## src/rtl/regfile_pkg.sv

```systemverilog
// Shared types and helpers for the regfile_sb register file and its clear sequencer.
package regfile_pkg;

    typedef enum logic {
        StIdle,
        StClear
    } state_e;

    localparam int unsigned ZeroReg = 0;

    // LSB of port k inside a packed multi-port bus of per-port width w.
    function automatic int unsigned port_lsb(input int unsigned k, input int unsigned w);
        return k * w;
    endfunction

endpackage

```

## src/rtl/regfile_sb_if.sv

```systemverilog
// Decode/writeback side bus of regfile_sb: packed read ports, write port, scoreboard and clear.
interface regfile_sb_if #(
    parameter int unsigned DATA_W = 32,
    parameter int unsigned ADDR_W = 5,
    parameter int unsigned NRD    = 2
);
    logic [NRD*ADDR_W-1:0] rd_addr;
    logic [NRD*DATA_W-1:0] rd_data;
    logic [NRD-1:0]        rd_pend;
    logic                  we;
    logic [ADDR_W-1:0]     waddr;
    logic [DATA_W-1:0]     wdata;
    logic                  pend_set;
    logic [ADDR_W-1:0]     pend_addr;
    logic                  clear_req;
    logic                  busy;

    modport master (
        output rd_addr, we, waddr, wdata, pend_set, pend_addr, clear_req,
        input  rd_data, rd_pend, busy
    );

    modport slave (
        input  rd_addr, we, waddr, wdata, pend_set, pend_addr, clear_req,
        output rd_data, rd_pend, busy
    );
endinterface

```

## src/rtl/regfile_clr_fsm.sv

```systemverilog
// Clear sequencer: sweeps registers 1..N-1 to zero after reset or on a clear request.
module regfile_clr_fsm
    import regfile_pkg::*;
#(
    parameter int unsigned ADDR_W = 5
) (
    input  logic              clk,
    input  logic              rst,
    input  logic              clear_req_i,
    output logic              clr_we_o,
    output logic [ADDR_W-1:0] clr_addr_o,
    output logic              busy_o
);
    localparam logic [ADDR_W-1:0] PtrFirst = ADDR_W'(1);
    localparam logic [ADDR_W-1:0] PtrLast  = '1;

    state_e            state_q;
    logic [ADDR_W-1:0] ptr_q;
    logic              busy_q;

    always_ff @(posedge clk or posedge rst) begin
        if (rst) begin
            state_q <= StClear;
            ptr_q   <= PtrFirst;
            busy_q  <= 1'b1;
        end else begin
            case (state_q)
                StIdle: begin
                    if (clear_req_i) begin
                        state_q <= StClear;
                        ptr_q   <= PtrFirst;
                        busy_q  <= 1'b1;
                    end
                end
                StClear: begin
                    // Last register is written on this edge; ptr never wraps.
                    if (ptr_q == PtrLast) begin
                        state_q <= StIdle;
                        busy_q  <= 1'b0;
                    end else begin
                        ptr_q <= ptr_q + ADDR_W'(1);
                    end
                end
                default: begin
                    state_q <= StClear;
                    ptr_q   <= PtrFirst;
                    busy_q  <= 1'b1;
                end
            endcase
        end
    end

    assign clr_we_o   = (state_q == StClear);
    assign clr_addr_o = ptr_q;
    assign busy_o     = busy_q;

endmodule

```

## src/rtl/regfile_sb.sv

```systemverilog
// Multi-read-port register file with pending-write scoreboard and hardware clear sweep.
// Optional write-through bypass when REGFILE_BYPASS_EN is defined.
module regfile_sb
    import regfile_pkg::*;
#(
    parameter int unsigned DATA_W = 32,
    parameter int unsigned ADDR_W = 5,
    parameter int unsigned NRD    = 2
) (
    input  logic        clk,
    input  logic        rst,
    regfile_sb_if.slave bus
);
    localparam int unsigned       N     = 1 << ADDR_W;
    localparam logic [ADDR_W-1:0] RZero = ADDR_W'(ZeroReg);

    logic [DATA_W-1:0] mem_q [N];
    logic [N-1:0]      pend_q, pend_d;
    logic              busy, clr_we;
    logic [ADDR_W-1:0] clr_addr;
    logic              idle_cmd, wr_en, set_en;

    regfile_clr_fsm #(
        .ADDR_W(ADDR_W)
    ) u_clr_fsm (
        .clk        (clk),
        .rst        (rst),
        .clear_req_i(bus.clear_req),
        .clr_we_o   (clr_we),
        .clr_addr_o (clr_addr),
        .busy_o     (busy)
    );

    assign bus.busy = busy;

    // A clear request in IDLE drops any write or pend_set on the same edge.
    assign idle_cmd = !busy && !bus.clear_req;
    assign wr_en    = idle_cmd && bus.we && (bus.waddr != RZero);
    assign set_en   = idle_cmd && bus.pend_set && (bus.pend_addr != RZero);

    always_ff @(posedge clk) begin
        if (clr_we) begin
            mem_q[clr_addr] <= '0;
        end else if (wr_en) begin
            mem_q[bus.waddr] <= bus.wdata;
        end
    end

    always_comb begin
        pend_d = pend_q;
        if (!busy && bus.clear_req) begin
            pend_d = '0;
        end else begin
            if (wr_en)  pend_d[bus.waddr]     = 1'b0;
            if (set_en) pend_d[bus.pend_addr] = 1'b1;
        end
        pend_d[ZeroReg] = 1'b0;
    end

    always_ff @(posedge clk or posedge rst) begin
        if (rst) begin
            pend_q <= '0;
        end else begin
            pend_q <= pend_d;
        end
    end

    for (genvar k = 0; k < NRD; k++) begin : g_rd
        logic [ADDR_W-1:0] ra;
        logic [DATA_W-1:0] data;
        logic              pend;
        logic              byp;
        logic              byp_pend;

        assign ra = bus.rd_addr[port_lsb(k, ADDR_W) +: ADDR_W];

`ifdef REGFILE_BYPASS_EN
        assign byp      = wr_en && (ra == bus.waddr);
        assign byp_pend = set_en && (bus.pend_addr == bus.waddr);
`else
        assign byp      = 1'b0;
        assign byp_pend = 1'b0;
`endif

        always_comb begin
            data = mem_q[ra];
            pend = pend_q[ra];
            if (byp) begin
                data = bus.wdata;
                pend = byp_pend;
            end
            if (busy || ra == RZero) data = '0;
            if (busy) pend = 1'b0;
        end

        assign bus.rd_data[port_lsb(k, DATA_W) +: DATA_W] = data;
        assign bus.rd_pend[k]                             = pend;
    end

endmodule

```

## src/flat_wrapper.sv

```systemverilog
// flat-port wrapper written by rule: the top's interface ports become plain ports
module regfile_sb_flat import regfile_pkg::*;
#(
    parameter int unsigned DATA_W = 32,
    parameter int unsigned ADDR_W = 5,
    parameter int unsigned NRD    = 2
)
  (clk, rst, bus_rd_addr, bus_we, bus_waddr, bus_wdata, bus_pend_set, bus_pend_addr, bus_clear_req, bus_rd_data, bus_rd_pend, bus_busy);
  regfile_sb_if #(.DATA_W(DATA_W), .ADDR_W(ADDR_W), .NRD(NRD)) bus_i ();
  input  logic clk;
  input  logic rst;
  input wire logic [$bits(bus_i.rd_addr)-1:0] bus_rd_addr;
  input wire logic [$bits(bus_i.we)-1:0] bus_we;
  input wire logic [$bits(bus_i.waddr)-1:0] bus_waddr;
  input wire logic [$bits(bus_i.wdata)-1:0] bus_wdata;
  input wire logic [$bits(bus_i.pend_set)-1:0] bus_pend_set;
  input wire logic [$bits(bus_i.pend_addr)-1:0] bus_pend_addr;
  input wire logic [$bits(bus_i.clear_req)-1:0] bus_clear_req;
  output wire logic [$bits(bus_i.rd_data)-1:0] bus_rd_data;
  output wire logic [$bits(bus_i.rd_pend)-1:0] bus_rd_pend;
  output wire logic [$bits(bus_i.busy)-1:0] bus_busy;
  assign bus_i.rd_addr = bus_rd_addr;
  assign bus_i.we = bus_we;
  assign bus_i.waddr = bus_waddr;
  assign bus_i.wdata = bus_wdata;
  assign bus_i.pend_set = bus_pend_set;
  assign bus_i.pend_addr = bus_pend_addr;
  assign bus_i.clear_req = bus_clear_req;
  assign bus_rd_data = bus_i.rd_data;
  assign bus_rd_pend = bus_i.rd_pend;
  assign bus_busy = bus_i.busy;
  regfile_sb #(.DATA_W(DATA_W), .ADDR_W(ADDR_W), .NRD(NRD)) u_core (.clk(clk), .rst(rst), .bus(bus_i));
endmodule
```

## config.mk

```make
export PLATFORM = sky130hd
export DESIGN_NAME = regfile_sb_flat
export DESIGN_NICKNAME = d
export VERILOG_FILES = /design/src/rtl/regfile_pkg.sv /design/src/rtl/regfile_sb_if.sv /design/src/rtl/regfile_clr_fsm.sv /design/src/rtl/regfile_sb.sv /design/src/flat_wrapper.sv
export SDC_FILE = /design/constraint.sdc
export NUM_CORES = 1
export LEC_CHECK = 0
export CORE_MARGIN = 1.5
export CORE_UTILIZATION = 27
export CTS_BUF_LIST = sky130_fd_sc_hd__clkbuf_16
export DETAILED_ROUTE_END_ITERATION = 12
export PLACE_DENSITY_LB_ADDON = 0.25
export SETUP_SLACK_MARGIN = 0.1
export SLEW_MARGIN = 10
export SYNTH_ARGS = -nofsm -noshare
export SYNTH_HDL_FRONTEND = slang
export SYNTH_SLANG_ARGS = --single-unit
```

## constraint.sdc

```tcl
create_clock -name clk -period 4.1 [get_ports clk]
set_clock_uncertainty 0.05 [all_clocks]
set_input_delay 1.025 -clock clk [delete_from_list [all_inputs] [get_ports clk]]
set_output_delay 1.025 -clock clk [all_outputs]
set_load 0.01 [all_outputs]
```

==> results of run 1 <==
[state kept, by name, summed over array words and instances, names as in the netlist]
register and count:
u_core.u_clr_fsm.clr_addr_o 5, u_core.pend_q 31, u_core.mem_q 1024, u_core.u_clr_fsm.clr_we_o 1, u_core.u_clr_fsm.busy_o 1
[area by class of cell]
| type | instances | share of cell area [%] |
|---|---|---|
| Inverter | 9 | 0.0497 |
| Tap cell | 2480 | 4.56 |
| Clock buffer | 121 | 4.45 |
| Sequential cell | 1062 | 46.6 |
| Timing Repair Buffer | 804 | 14.4 |
| Clock inverter | 100 | 1.26 |
| Multi-Input combinational cell | 1628 | 28.7 |
[final timing paths]
path                                                                    to  slack, ps
max in group asynchronous       u_core.u_clr_fsm.clr_addr_o[0]$_DFFE_PP1P_       2960
worst max-delay path                                       bus_rd_data[57]         30
worst min-delay path            u_core.u_clr_fsm.clr_addr_o[3]$_DFFE_PP0P_        480
worst max register to register               u_core.mem_q[20][3]$_DFFE_PP_        480
worst min register to register  u_core.u_clr_fsm.clr_addr_o[3]$_DFFE_PP0P_        480
min in group asynchronous                      u_core.pend_q[28]$_DFF_PP0_        660
[stage by stage]
stage,setup TNS (ps),cells,utilization [%],hold WS (ps)
after floorplan,0,2939,-,416
after global placement,-46930,5874,32.5,468
after detailed placement,-48520,5874,32.5,467
after CTS,0,6182,36.1,484
after global routing,-26.2,6204,36.7,502
final,0,6204,36.7,479
[metal layers]
metal  wire [um]  part of all wire (%)
met1       82100                    43
met2       92200                    48
met3       11200                   5.9
met4        5510                   2.9
met5           0                     0
[cell families after synthesis]
family	share of synthesized area, %
mux	23.5
buf+inv	2.38
compound gates	8.08
simple gates	3.02
flops	63.0
fa+ha+maj	0.0497
[cell usage in the layout (no fill, tap or decap), types with 35 or more instances in the layout]
cell,Yosys,layout
o211ai_1,52,52
clkinv_1,0,38
mux4_2,344,344
clkdlybuf4s50_1,0,47
o21ai_0,51,47
a22oi_1,177,98
nor2_1,80,37
clkbuf_16,0,125
buf_4,27,398
a21oi_1,62,58
buf_6,0,107
nor2_4,0,42
a22oi_2,0,79
buf_12,0,174
edfxtp_1,1024,1024
buf_16,0,37
mux2i_1,389,373
nand2_1,68,65
dfrtp_1,35,35
[timing repair]
| item | 4_1_cts | 5_1_grt |
|---|---|---|
| pin swaps | 69 | 79 |
| resized for setup | 628 | 179 |
| cloned | 24 | 4 |
| endpoints found under the setup margin | 66 | 57 |
| buffers inserted | 79 | 25 |
[where the power goes]
group	leakage (nW)	internal (mW)	switching [mW]
clock network	1.95	6.15	4.55
logic	11.5	3.30	4.42
registers	10.6	13.0	0.406
total	24.1	22.4	9.38
==> key figures, run 1 <==
Finish
  • P&R area growth vs syn: 35.1%
  • # fillers: ~17000
  • # diodes: 0
  • Layout Nets: between 3000 and 4000
  • Layout cell share with drive strength beyond 1: a little over two fifths
  • Cell area after layout: about 0.068 mm2
  • Multi-input gate area: between 0.015 and 0.02 mm2
  • Area occupied by registers: roughly 0.032 mm2

Global route
  • First-pass GRT wire length: ~260000 um
  • GRT met2 Usage: ~32%
  • Pin count of the biggest net entering global routing: 39
  • Number of global-route vias before repair: roughly 34000
  • Initial antenna violation count: 4
  • Total GRT Usage: around a fifth
  • Met1 usage: between 20% and 30%
  • GRT overflow: 0
  • Most used routing layer: met2
  • Met3 usage: under 10%

Critical path
  • WS Path Type: input port to output port
  • Worst EP arrival: approximately 3000 ps
  • WP data required: approximately 3000 ps
  • Cell family with most CP delay: buffers and inverters
  • Crit-path slowest cell: a221oi_2
  • R2r startpoint: u_core.u_clr_fsm.busy_o$_DFFE_PP1P_
  • Launch point of the worst path: bus_rd_addr[9]
  • Worst Setup End Kind: output port
  • Critical path launch point type: input port
  • Worst path most repeated cell: buf_6
  • Crit path cell chain: clkdlybuf4s15_1, buf_6, buf_6, nor2b_1, and2_4, buf_12, buf_4, a221oi_2, a21boi_2, buf_6, buf_6
  • Worst R2R Path Depth: 9
  • Crit path depth: 11
  • Worst Path Buf+Inv: 7
  • Highest net fanout along the worst path: 3
  • Worst path max stage delay: between 400 and 500 ps

Timing
  • Final hold violation count: 0
  • Final Cycle Share: ~99%
  • Relative slew slack: between 20% and 30%
  • Setup-failing EPs final: 0
  • Worst-margin pin slew: roughly 1100 ps
  • Fmax achieved: 246 MHz
  • Tmin final: 4070 ps
  • Final setup margin: between 20 and 30 ps
  • Fin. max-slew vios: 0
  • RSZ-0062 raised after global routing: true

Synthesis
  • Post-synth ARST share: under 10%
  • Yosys reg bits: around 1100
  • Synth Net Count: between 2000 and 3000
  • Synthesized instance count: 2939
  • Dominant cell by count in the synthesized netlist: edfxtp_1
  • Post-synth top cells: 1024 x edfxtp_1, 389 x mux2i_1, 344 x mux4_2, 177 x a22oi_1, 126 x buf_2
  • Leading post-synthesis cells by cell area: edfxtp_1 61%, mux4_2 15%, mux2i_1 7.7%
  • Ys flop type: edfxtp_1
  • Cell variety after synth: 52
  • Yosys top cell by area: edfxtp_1
  • Netlist Area Pre-Place: 0.0504 mm2
  • Mean post-synth cell area: 17.1 um2
  • Yosys warns: 0
  • Seq/Total Area, Yosys: a little over three fifths
  • Top cell type's share of synthesized area: 61.1%
  • Post-synth EDFFs: 1024

Power
  • PnR Total Power: between 30 and 40 mW
  • Pwr/cell area: around 470 mW/mm2
  • P_leak: roughly 24 nW
  • Maximum VDD drop: between 0.4 and 0.5 mV

Clocking
  • Number of buffers created by CTS: approximately 120
  • Clk Latency, worst-skew pair: around 740 ps
  • CTS tree: yes
  • Clock Pin Slew Worst Setup and Hold Paths: approximately 60 ps
  • Clock sinks: 1062
  • Post-CTS Hold Buffers: 0
  • H-tree depth: 3
  • Root Driver: clkbuf_16
  • Max clock buf depth: 3

Worst hold path
  • Hold WC Path Type: flop to flop
  • Worst hold stages: 1
  • HP Start: u_core.u_clr_fsm.clr_addr_o[3]$_DFFE_PP0P_

Floorplanning
  • DIE AREA: around 0.19 mm2
  • Initial Util: 27.2%
  • Core area: about 0.19 mm2
  • Row count: between 150 and 200
  • Io pins: 124
  • Die Ht: approximately 430 um
  • Die width: around 430 um

Placed design
  • Dpl cell area: around 0.060 mm2
  • Routability Congestion: 0.830
  • Pre-CTS setup slack: -1440 ps
  • Port bufs: 123
  • HPWL reported at the end of detailed placement: roughly 120000 um

Drt
  • Pre-antenna DRT Iters: 5
  • Final WL: 191000 um
  • Starting DRT DRC Count: ~3400
  • Drc violations: 0
  • Wire per inst: approximately 31 um
  • Vias per Instance: roughly 5.3
  • Vias: roughly 33000
  • ANT nets after route: 0

Job
  • Maxcap violations: 0

Status
  • Status: finished, final reports clean
Note: power is estimated with default switching activity, not from simulation.
==> run 2: changes to the inputs <==
--- a/config.mk
+++ b/config.mk
@@ -10,8 +10,9 @@
 export CTS_BUF_LIST = sky130_fd_sc_hd__clkbuf_16
 export DETAILED_ROUTE_END_ITERATION = 12
 export PLACE_DENSITY_LB_ADDON = 0.25
-export SETUP_SLACK_MARGIN = 0.1
+export SETUP_SLACK_MARGIN = 0.4
 export SLEW_MARGIN = 10
 export SYNTH_ARGS = -nofsm -noshare
 export SYNTH_HDL_FRONTEND = slang
+export SYNTH_HIERARCHICAL = 1
 export SYNTH_SLANG_ARGS = --single-unit
==> run 2 against run 1 <==
Effect of this change: the run now ends with negative setup slack left; area after synthesis decreased by 0.97%; clock power about the same; register-to-register slack improved by 550 ps; final cell count decreased by 7.2%; combinational power increased by 5.0%; sequential power about the same; first-iteration DRC count decreased by 8.6%; worst setup slack got worse by 32 ps; utilization increased by 0.59 points.
==> key figures, run 2 <==
Global route
  • Pin count of the biggest net entering global routing: 33
  • Met3 usage: 2.50%
  • First-pass GRT wire length: about 250000 um
  • Met1 usage: 23.6%
  • Total GRT Usage: 19.2%
  • GRT overflow: 0
  • Number of global-route vias before repair: 32400
  • GRT met2 Usage: ~34%
  • Most used routing layer: met2
  • Initial antenna violation count: 1

Synthesis
  • Yosys top cell by area: edfxtp_1
  • Leading post-synthesis cells by cell area: edfxtp_1 62%, mux4_2 25%, mux2i_1 3.5%
  • Seq/Total Area, Yosys: 63.6%
  • Mean post-synth cell area: between 20 and 25 um2
  • Yosys warns: 6
  • Post-synth ARST share: roughly 3.6%
  • Ys flop type: edfxtp_1
  • Synthesized instance count: 2433
  • Cell variety after synth: 56
  • Yosys reg bits: about 1100
  • Post-synth EDFFs: just over 1000
  • Netlist Area Pre-Place: between 0.04 and 0.05 mm2
  • Dominant cell by count in the synthesized netlist: edfxtp_1
  • Synth Net Count: around 2500
  • Top cell type's share of synthesized area: between 60% and 70%
  • Post-synth top cells: 1024 x edfxtp_1, 555 x mux4_2, 173 x mux2i_1, 75 x buf_2, 75 x clkbuf_1

Finish
  • Commonest non-fill, non-tap cells in the layout: 1024 x edfxtp_1, 556 x mux4_2, 332 x buf_4
  • # fillers: 16600
  • Layout cell share with drive strength beyond 1: a little over half
  • P&R area growth vs syn: 37.0%
  • Post-layout util: between 30% and 40%
  • Commonest non-fill, non-tap cell in the layout: edfxtp_1
  • Multi-input gate area: between 0.015 and 0.02 mm2
  • Layout Nets: approximately 3300
  • Top reg by flops: u_core/mem_q
  • Largest register FFs: 1024
  • Area occupied by registers: between 0.03 and 0.04 mm2

Floorplanning
  • Io pins: 124
  • Core area: 0.183 mm2
  • DIE AREA: around 0.19 mm2
  • Die width: ~430 um
  • Row count: 157
  • Die Ht: roughly 430 um
  • Initial Util: 27.2%

Critical path
  • WS Path Type: input port to output port
  • Worst path max stage delay: slightly above 400 ps
  • Worst Setup End Kind: output port
  • Worst path most repeated cell: buf_12
  • Crit path depth: 11
  • Worst Path Buf+Inv: 8
  • Crit-path slowest cell: mux4_2
  • Critical path launch point type: input port
  • Crit path cell chain: buf_16, buf_12, buf_12, buf_12, buf_12, buf_6, buf_6, mux4_2, or3_4, a31oi_4, buf_6
  • Cell family with most CP delay: buffers and inverters
  • WP data required: a little over 3000 ps
  • Highest net fanout along the worst path: 8
  • Worst EP arrival: 3030 ps
  • Worst R2R Path Depth: 7

Timing
  • Tmin final: 4100 ps
  • Final setup margin: -4.14 ps
  • Hold_ws: 522 ps
  • Worst-margin pin slew: between 1000 and 1500 ps
  • RSZ-0062 raised after global routing: true
  • Final hold violation count: 0
  • Fmax achieved: 244 MHz
  • Fin. max-slew vios: 0
  • Final Cycle Share: 100%
  • Setup-failing EPs final: 2
  • Relative slew slack: 19.8%

Power
  • Gate power share: about 25%
  • Int Pwr: between 20 and 25 mW
  • P_leak: approximately 23 nW
  • P_sw: ~9.4 mW
  • Sequential Power Share: a little over two fifths
  • Maximum VDD drop: 0.334 mV
  • Clock share of power: between 30 and 40%
  • Sw Ratio: around 29%
  • Pwr/cell area: ~480 mW/mm2

Clocking
  • Clock Pin Slew Worst Setup and Hold Paths: ~70 ps
  • Post-CTS Hold Buffers: 0
  • CTS tree: yes
  • Number of buffers created by CTS: 110
  • H-tree depth: 3
  • Max clock buf depth: 3
  • Clk Latency, worst-skew pair: 720 ps
  • Root Driver: clkbuf_16
  • Clock sinks: 1062

Worst hold path
  • Hold WC Path Type: flop to flop
  • Worst hold stages: 2

Drt
  • ANT nets after route: 0
  • Vias: 30200
  • Drc violations: 0
  • Starting DRT DRC Count: between 3000 and 4000
  • Vias per Instance: about 5.2
  • Wire per inst: about 31 um
  • Pre-antenna DRT Iters: 5
  • Final WL: roughly 180000 um

Status
  • Status: finished with violations
  • Failing checks: negative setup slack

Job
  • Maxcap violations: 0

Placed design
  • Port bufs: approximately 120
  • Routability Congestion: ~0.84
  • HPWL reported at the end of detailed placement: roughly 120000 um
-- run 2: cell count changes after synthesis, moves of 51 or more --
cell,delta
mux2i_1,-216
nor2_1,-58
a22oi_1,-144
mux4_2,+211
buf_2,-51
-- run 2: repair_timing --
item	4_1_cts	5_1_grt
cloned	24	4
gates resized for setup	631	123
endpoints found under the setup margin	66	66
pin swaps	60	67
buffers inserted	164	64
-- run 2: area by class of cell --
class                           instances  share of cell area, %
Antenna cell                            1                0.00366
Clock buffer                          112                   4.10
Clock inverter                         98                   1.74
Inverter                               10                 0.0623
Multi-Input combinational cell       1166                   27.1
Sequential cell                      1062                   46.4
Tap cell                             2464                   4.51
Timing Repair Buffer                  844                   16.1
-- run 2: path summary, 6_finish.rpt --
| path | from | end | slack, ps |
|---|---|---|---|
| min reg2reg | u_core/u_clr_fsm/clr_addr_o[0]$_DFFE_PP1P_ | u_core/u_clr_fsm/clr_addr_o[0]$_DFFE_PP1P_ | 520 |
| max in group asynchronous | rst | u_core/pend_q[23]$_DFF_PP0_ | 2780 |
| min | u_core/u_clr_fsm/clr_addr_o[0]$_DFFE_PP1P_ | u_core/u_clr_fsm/clr_addr_o[0]$_DFFE_PP1P_ | 520 |
| max | bus_rd_addr[5] | bus_rd_pend[1] | -4 |
| min in group asynchronous | rst | u_core/u_clr_fsm/clr_addr_o[2]$_DFFE_PP0P_ | 600 |
| max reg2reg | u_core/u_clr_fsm/busy_o$_DFFE_PP1P_ | u_core/mem_q[18][6]$_DFFE_PP_ | 1030 |
-- run 2: metrics by stage --
step                      setup TNS (ps)  worst slack [ps]  power, mW  cell area [um2]  std cells
after detailed placement          -26580              -700       20.9            59400       5290
after CTS                          -37.0             -12.9       32.8            67100       5688
after floorplan                    -6850             -30.3       16.8            50100       2433
after global placement            -26900              -697       20.8            59400       5290
after global routing                -109             -44.6       33.7            68300       5756
final                              -5.77             -4.14       32.7            68300       5757
-- run 2: worst min-delay path, delay by kind of cell (launching register included) --
kind           cells  cell delay [ps]
flip-flops         1              410
AO/OA/AOI/OAI      2              160
-- run 2: kinds of logic after synthesis --
group | Yosys count | share of synthesized area, %
buffers and inverters | 205 | 2.09
flip-flops | 1062 | 63.6
XOR/XNOR | 1 | 0.0176
adder cells (fa/ha/maj) | 3 | 0.0753
multiplexers | 735 | 28.8
AO/OA/AOI/OAI | 242 | 3.49
AND/OR/NAND/NOR | 185 | 1.95
-- run 2: per-layer routing --
metal / routed length (um) / share of wire [%] / up-vias
met5: 11 / 0.0061 / -
met4: 6730 / 3.7 / 2
met2: 94500 / 52 / 1113
li1: - / - / 12200
met1: 70500 / 39 / 16500
met3: 9080 / 5.0 / 302
-- run 2: power by group through the flow --
stage | combinational, mW | sequential [mW] | clock (mW)
after floorplan | 3.13 | 13.6 | 0
after global placement | 7.05 | 13.8 | 0
after detailed placement | 7.10 | 13.8 | 0
after CTS | 7.97 | 13.6 | 11.2
after global routing | 8.38 | 13.7 | 11.6
final | 8.12 | 13.6 | 11.0
